**config.mk**
```make
export PLATFORM = sky130hd
export DESIGN_NAME = alu_ctrl_decode
export DESIGN_NICKNAME = d
export VERILOG_FILES = /design/src/rtl/alu_ctrl_decode.sv
export SDC_FILE = /design/constraint.sdc
export NUM_CORES = 1
export LEC_CHECK = 0
export CAP_MARGIN = 20
export CORE_AREA = 5 5 134 136
export CTS_BUF_LIST = sky130_fd_sc_hd__clkbuf_16
export DETAILED_ROUTE_END_ITERATION = 8
export DIE_AREA = 0 0 139 141
export PLACE_DENSITY = 0.85
export SKIP_CTS_REPAIR_TIMING = 1
export SLEW_MARGIN = 40
export SYNTH_ARGS = -nofsm -noshare
export SYNTH_HDL_FRONTEND = slang
export SYNTH_SLANG_ARGS = --single-unit
export TNS_END_PERCENT = 1
```
**constraint.sdc**
```tcl
create_clock -name i_clk -period 3.9 [get_ports i_clk]
set_input_delay 0.975 -clock i_clk [delete_from_list [all_inputs] [get_ports i_clk]]
set_output_delay 0.975 -clock i_clk [all_outputs]
set_load 0.02 [all_outputs]
```
**src/rtl/alu_ctrl_decode.sv**
```systemverilog
// rtl/alu_ctrl_decode.sv - registered RV32I decode stage producing the ALU control/operand bundle
// One pipeline register with valid/ready handshake and synchronous flush.
module alu_ctrl_decode (
  input  logic        i_clk,
  input  logic        i_rst,
  input  logic        i_valid,
  output logic        o_ready,
  input  logic [31:0] i_inst,
  input  logic [31:0] i_pc,
  input  logic [31:0] i_rs1_data,
  input  logic [31:0] i_rs2_data,
  input  logic        i_flush,
  output logic        o_valid,
  input  logic        i_ready,
  output logic [2:0]  o_opsel,
  output logic        o_sub,
  output logic        o_unsigned,
  output logic        o_arith,
  output logic [31:0] o_op1,
  output logic [31:0] o_op2,
  output logic [31:0] o_imm,
  output logic [31:0] o_pc,
  output logic [31:0] o_store_data,
  output logic [4:0]  o_rd,
  output logic        o_rd_wen,
  output logic        o_is_branch,
  output logic        o_is_jal,
  output logic        o_is_jalr,
  output logic [2:0]  o_funct3,
  output logic        o_mem_rd,
  output logic        o_mem_wr,
  output logic        o_illegal
);

  localparam logic [6:0] OPC_LUI    = 7'b0110111;
  localparam logic [6:0] OPC_AUIPC  = 7'b0010111;
  localparam logic [6:0] OPC_JAL    = 7'b1101111;
  localparam logic [6:0] OPC_JALR   = 7'b1100111;
  localparam logic [6:0] OPC_BRANCH = 7'b1100011;
  localparam logic [6:0] OPC_LOAD   = 7'b0000011;
  localparam logic [6:0] OPC_STORE  = 7'b0100011;
  localparam logic [6:0] OPC_OPIMM  = 7'b0010011;
  localparam logic [6:0] OPC_OP     = 7'b0110011;

  logic [6:0]  opcode;
  logic [2:0]  funct3;
  logic [6:0]  funct7;
  logic [4:0]  rd;
  logic [31:0] imm_i, imm_s, imm_b, imm_u, imm_j;

  assign opcode = i_inst[6:0];
  assign funct3 = i_inst[14:12];
  assign funct7 = i_inst[31:25];
  assign rd     = i_inst[11:7];

  assign imm_i = {{20{i_inst[31]}}, i_inst[31:20]};
  assign imm_s = {{20{i_inst[31]}}, i_inst[31:25], i_inst[11:7]};
  assign imm_b = {{19{i_inst[31]}}, i_inst[31], i_inst[7], i_inst[30:25], i_inst[11:8], 1'b0};
  assign imm_u = {i_inst[31:12], 12'b0};
  assign imm_j = {{11{i_inst[31]}}, i_inst[31], i_inst[19:12], i_inst[20], i_inst[30:21], 1'b0};

  logic [2:0]  d_opsel;
  logic        d_sub, d_unsigned, d_arith;
  logic [31:0] d_op1, d_op2, d_imm;
  logic        d_rd_wen, d_branch, d_jal, d_jalr, d_mem_rd, d_mem_wr, d_illegal;

  always_comb begin
    d_opsel    = 3'b000;
    d_sub      = 1'b0;
    d_unsigned = 1'b0;
    d_arith    = 1'b0;
    d_imm      = imm_i;
    d_op1      = i_rs1_data;
    d_op2      = imm_i;
    d_rd_wen   = 1'b0;
    d_branch   = 1'b0;
    d_jal      = 1'b0;
    d_jalr     = 1'b0;
    d_mem_rd   = 1'b0;
    d_mem_wr   = 1'b0;
    d_illegal  = 1'b0;
    // Opcodes all end in 2'b11, so a bad inst[1:0] falls through to default.
    case (opcode)
      OPC_LUI: begin
        d_imm = imm_u; d_op1 = 32'd0; d_op2 = imm_u; d_rd_wen = 1'b1;
      end
      OPC_AUIPC: begin
        d_imm = imm_u; d_op1 = i_pc; d_op2 = imm_u; d_rd_wen = 1'b1;
      end
      OPC_JAL: begin
        d_imm = imm_j; d_op1 = i_pc; d_op2 = 32'd4; d_rd_wen = 1'b1; d_jal = 1'b1;
      end
      OPC_JALR: begin
        d_op1 = i_pc; d_op2 = 32'd4; d_rd_wen = 1'b1; d_jalr = 1'b1;
      end
      OPC_BRANCH: begin
        d_imm = imm_b; d_opsel = 3'b010; d_op2 = i_rs2_data;
        d_unsigned = funct3[1]; d_branch = 1'b1;
        d_illegal = (funct3 == 3'b010) || (funct3 == 3'b011);
      end
      OPC_LOAD: begin
        d_mem_rd = 1'b1; d_rd_wen = 1'b1;
        d_illegal = (funct3 == 3'b011) || (funct3 == 3'b110) || (funct3 == 3'b111);
      end
      OPC_STORE: begin
        d_imm = imm_s; d_op2 = imm_s; d_mem_wr = 1'b1;
        d_illegal = (funct3[2] == 1'b1) || (funct3 == 3'b011);
      end
      OPC_OPIMM: begin
        d_opsel = funct3; d_rd_wen = 1'b1;
        d_unsigned = (funct3 == 3'b011);
        d_arith = (funct3 == 3'b101) && i_inst[30];
        if (funct3 == 3'b001)
          d_illegal = (funct7 != 7'b0000000);
        else if (funct3 == 3'b101)
          d_illegal = (funct7 != 7'b0000000) && (funct7 != 7'b0100000);
      end
      OPC_OP: begin
        d_opsel = funct3; d_op2 = i_rs2_data; d_rd_wen = 1'b1;
        d_unsigned = (funct3 == 3'b011);
        d_sub   = (funct3 == 3'b000) && i_inst[30];
        d_arith = (funct3 == 3'b101) && i_inst[30];
        if (funct7 == 7'b0100000)
          d_illegal = (funct3 != 3'b000) && (funct3 != 3'b101);
        else
          d_illegal = (funct7 != 7'b0000000);
      end
      default: d_illegal = 1'b1;
    endcase
    // An illegal instruction still travels down the pipe, but must not act.
    if (d_illegal) begin
      d_opsel  = 3'b000;
      d_sub    = 1'b0;
      d_arith  = 1'b0;
      d_rd_wen = 1'b0;
      d_branch = 1'b0;
      d_jal    = 1'b0;
      d_jalr   = 1'b0;
      d_mem_rd = 1'b0;
      d_mem_wr = 1'b0;
    end
    if (rd == 5'd0) d_rd_wen = 1'b0;
  end

  logic xfer_in;
  assign o_ready = !o_valid || i_ready;
  assign xfer_in = i_valid && o_ready && !i_flush;

  always_ff @(posedge i_clk) begin
    if (i_rst) begin
      o_valid      <= 1'b0;
      o_opsel      <= 3'b000;
      o_sub        <= 1'b0;
      o_unsigned   <= 1'b0;
      o_arith      <= 1'b0;
      o_op1        <= 32'd0;
      o_op2        <= 32'd0;
      o_imm        <= 32'd0;
      o_pc         <= 32'd0;
      o_store_data <= 32'd0;
      o_rd         <= 5'd0;
      o_rd_wen     <= 1'b0;
      o_is_branch  <= 1'b0;
      o_is_jal     <= 1'b0;
      o_is_jalr    <= 1'b0;
      o_funct3     <= 3'b000;
      o_mem_rd     <= 1'b0;
      o_mem_wr     <= 1'b0;
      o_illegal    <= 1'b0;
    end else if (i_flush) begin
      o_valid <= 1'b0;
    end else if (xfer_in) begin
      o_valid      <= 1'b1;
      o_opsel      <= d_opsel;
      o_sub        <= d_sub;
      o_unsigned   <= d_unsigned;
      o_arith      <= d_arith;
      o_op1        <= d_op1;
      o_op2        <= d_op2;
      o_imm        <= d_imm;
      o_pc         <= i_pc;
      o_store_data <= i_rs2_data;
      o_rd         <= rd;
      o_rd_wen     <= d_rd_wen;
      o_is_branch  <= d_branch;
      o_is_jal     <= d_jal;
      o_is_jalr    <= d_jalr;
      o_funct3     <= funct3;
      o_mem_rd     <= d_mem_rd;
      o_mem_wr     <= d_mem_wr;
      o_illegal    <= d_illegal;
    end else if (i_ready) begin
      o_valid <= 1'b0;
    end
  end

endmodule

```
==> impl_metrics.env <==
export IMPL_syn_inst=891
export IMPL_final_setup_viol_count=0
export IMPL_die_h_um=141
export IMPL_diodes=0
export IMPL_ir_worst_vdd_mv=0.282
export IMPL_max_cap_violations=0
export IMPL_synth_area_leaders="dfxtp_1 48%, nand2_1 8.4%, a21oi_1 6.1%"
export IMPL_maxSlewViolCount=0
export IMPL_io_pins=316
export IMPL_synthDistinctLibCells=51
export IMPL_core_area_sq_um=16800
export IMPL_via_per_inst=5.59
export IMPL_power_density_nw_per_um2=400
export IMPL_root_buffer="clkbuf_16"
export IMPL_hold_path_class="flip-flop to flip-flop"
export IMPL_antenna_found_initial=0
export IMPL_leakagePower_nw=4.10
export IMPL_cp_common_cell="clkdlybuf4s50_1"
export IMPL_synth_top_family_by_area="simple AND/OR/NAND/NOR gates"
export IMPL_drive_above_1_share_pct=8.43
export IMPL_grt_pass1_wl_um=40500
export IMPL_dieArea_sq_um=19600
export IMPL_worst_skew_pair_late_latency_ns=0.42
export IMPL_clock_sinks=182
export IMPL_wl_per_cell_um=19.1
export IMPL_cts_tree="built"
export IMPL_ant_nets=0
export IMPL_synth_compound_area_share_pct=20.4
export IMPL_ys_warn_count=0
export IMPL_synth_mux_area_share_pct=0.266
export IMPL_final_nets=1296
export IMPL_final_cell_mix="314 x clkdlybuf4s50_1, 182 x dfxtp_1, 169 x nand2_1"
export IMPL_setup_tns_ns=0
export IMPL_grt_max_degree=90
export IMPL_fin_crit_sh_pct=82.7
export IMPL_period_minus_slack_ns=3.22
export IMPL_max_stage_delay_ns=0.54
export IMPL_path_class="input pin to output port"
export IMPL_hold_violations=0
export IMPL_syn_nets=1024
export IMPL_fmax_mhz=310
export IMPL_place_gp_congestion=0.919
export IMPL_final_common_cell="clkdlybuf4s50_1"
export IMPL_cp_slowest_cell="clkdlybuf4s50_1"
export IMPL_ys_ff_latch=182
export IMPL_netlist_area_leader_share_pct=48.4
export IMPL_synth_avg_cell_area_sq_um=8.45
export IMPL_grt_ovfl_total=0
export IMPL_rsz0062_at_grt="false"
export IMPL_fp_dieW_um=139
export IMPL_clockBufferDepth=2
export IMPL_dr_pass1_iters=7
export IMPL_crit_path_end_kind="output port"
export IMPL_syn_area_sq_um=7520
export IMPL_cp_start_kind="input pin"
export IMPL_arrival_ns=2.25
export IMPL_fin_area_sq_um=11400
export IMPL_drc=0
export IMPL_synthAdderAreaFrac_pct=0
export IMPL_fin_skew_ns=0.00629
export IMPL_cp_max_fo=3
export IMPL_via_count=7826
export IMPL_synth_seq_area_share_pct=48.4
export IMPL_placementRows=48
export IMPL_placed_area_sq_um=10800
export IMPL_grt_usage_pct=25.7
export IMPL_io_buffers=315
export IMPL_fin_util_pct=67.6
export IMPL_cp_cell_sequence="clkdlybuf4s50_1 -> nor2b_1 -> inv_1 -> clkdlybuf4s50_1"
export IMPL_htreeDepth=4
export IMPL_fillerInstances=1343
export IMPL_grt_pass1_vias=7344
export IMPL_outcome="finished clean"
export IMPL_routed_wirelength_um=26700
export IMPL_path_clk_slew_ns=0.06
export IMPL_drtIter0Drc=709
export IMPL_yosys_area_share_simple_pct=25.3
export IMPL_hpwl_um=19200
export IMPL_cts_buffers_inserted=17
export IMPL_synth_xor_area_share_pct=0.233
export IMPL_start_util_pct=44.7
export IMPL_synth_top_cell_by_area="dfxtp_1"
export IMPL_slew_headroom_pct=48.3
export IMPL_syn_to_final_growth_pct=51.0
export IMPL_critPathRequiredTime_ns=2.92
export IMPL_worst_slew_pin_slew_ns=0.768
## worst paths after layout
path / start / to / slack, ns / depth (start not counted)
worst min register to register: o_imm[7] / o_imm[7] / 0.45 / 2
worst max register to register: o_valid / o_op2[12] / 1.91 / 7
worst min-delay path: o_imm[7] / o_imm[7] / 0.45 / 2
worst max-delay path: i_ready / o_ready / 0.68 / 4
## synthesized netlist by cell type (all sizes together)
library cell	n
dfxtp	182
nand2	169
nor2	105
nor3	94
a21oi	91
a221oi	63
clkbuf	52
buf	31
a211oi	23
o21ai	11
nand3	8
nand4	7
and3	5
nor2b	5
a22oi	4
and2	4
inv	4
a2bb2oi	2
a311oi	2
a32o	2
mux2i	2
nand2b	2
nor3b	2
or4	2
xor2	2
a211o	1
a21o	1
a22o	1
and3b	1
and4bb	1
nand3b	1
nand4b	1
nand4bb	1
nor4	1
o2111a	1
o211ai	1
o21a	1
o22ai	1
o311a	1
o41ai	1
or2	1
or4b	1
## state kept, by name, summed over array words and instances (netlist names), 3 cells and up
name / count
o_imm: 32
o_op1: 32
o_op2: 32
o_pc: 32
o_store_data: 32
o_rd: 5
o_funct3: 3
o_opsel: 3
## critical path, delay by kind of cell
family / cells / cell delay [ns]
AND/OR/NAND/NOR: 1 / 0.24
buffers and inverters: 3 / 1.03
## cells by family after synthesis
family / count (synthesis)
and+or+nand+nor: 411
buffers and inverters: 87
muxes: 2
AOI/OAI and AO/OA: 207
xor gates and xnor gates: 2
DFF: 182
## report_power, final
group / internal (mW) / switching (mW) / leakage [nW]
registers: 1.96 / 0.0532 / 1.49
clock network: 0.935 / 0.735 / 0.273
logic: 0.398 / 0.459 / 2.34
total: 3.29 / 1.25 / 4.10
## through the flow
| stage | setup WS [ns] | power [mW] | cells | hold slack, ns |
|---|---|---|---|---|
| 2_1_floorplan | 1.49 | 2.45 | 891 | 0.523 |
| 3_5_place_dp | 0.449 | 2.91 | 1369 | 0.444 |
| 4_1_cts | 0.688 | 4.58 | 1400 | 0.452 |
| 6_report | 0.676 | 4.54 | 1400 | 0.450 |
| 3_3_place_gp | 0.466 | 2.89 | 1369 | 0.438 |
| 5_1_grt | 0.636 | 4.71 | 1400 | 0.472 |
## layout make-up
type,count,area (sq um),area share (%)
clock buffer,17,425,3.74
inverter,4,15.0,0.132
clock inverter,14,135,1.19
multi-input combinational,622,3500,30.8
sequential,182,3640,32.1
tap,225,282,2.48
timing repair buffer,336,3360,29.6
## layer usage
metal	global-route usage (%)	share of wire, %
met1	31.9	40
met2	41.9	48
met3	7.84	9.1
met4	10.9	3.5
met5	0	0
(Power assumes the default switching activity.)
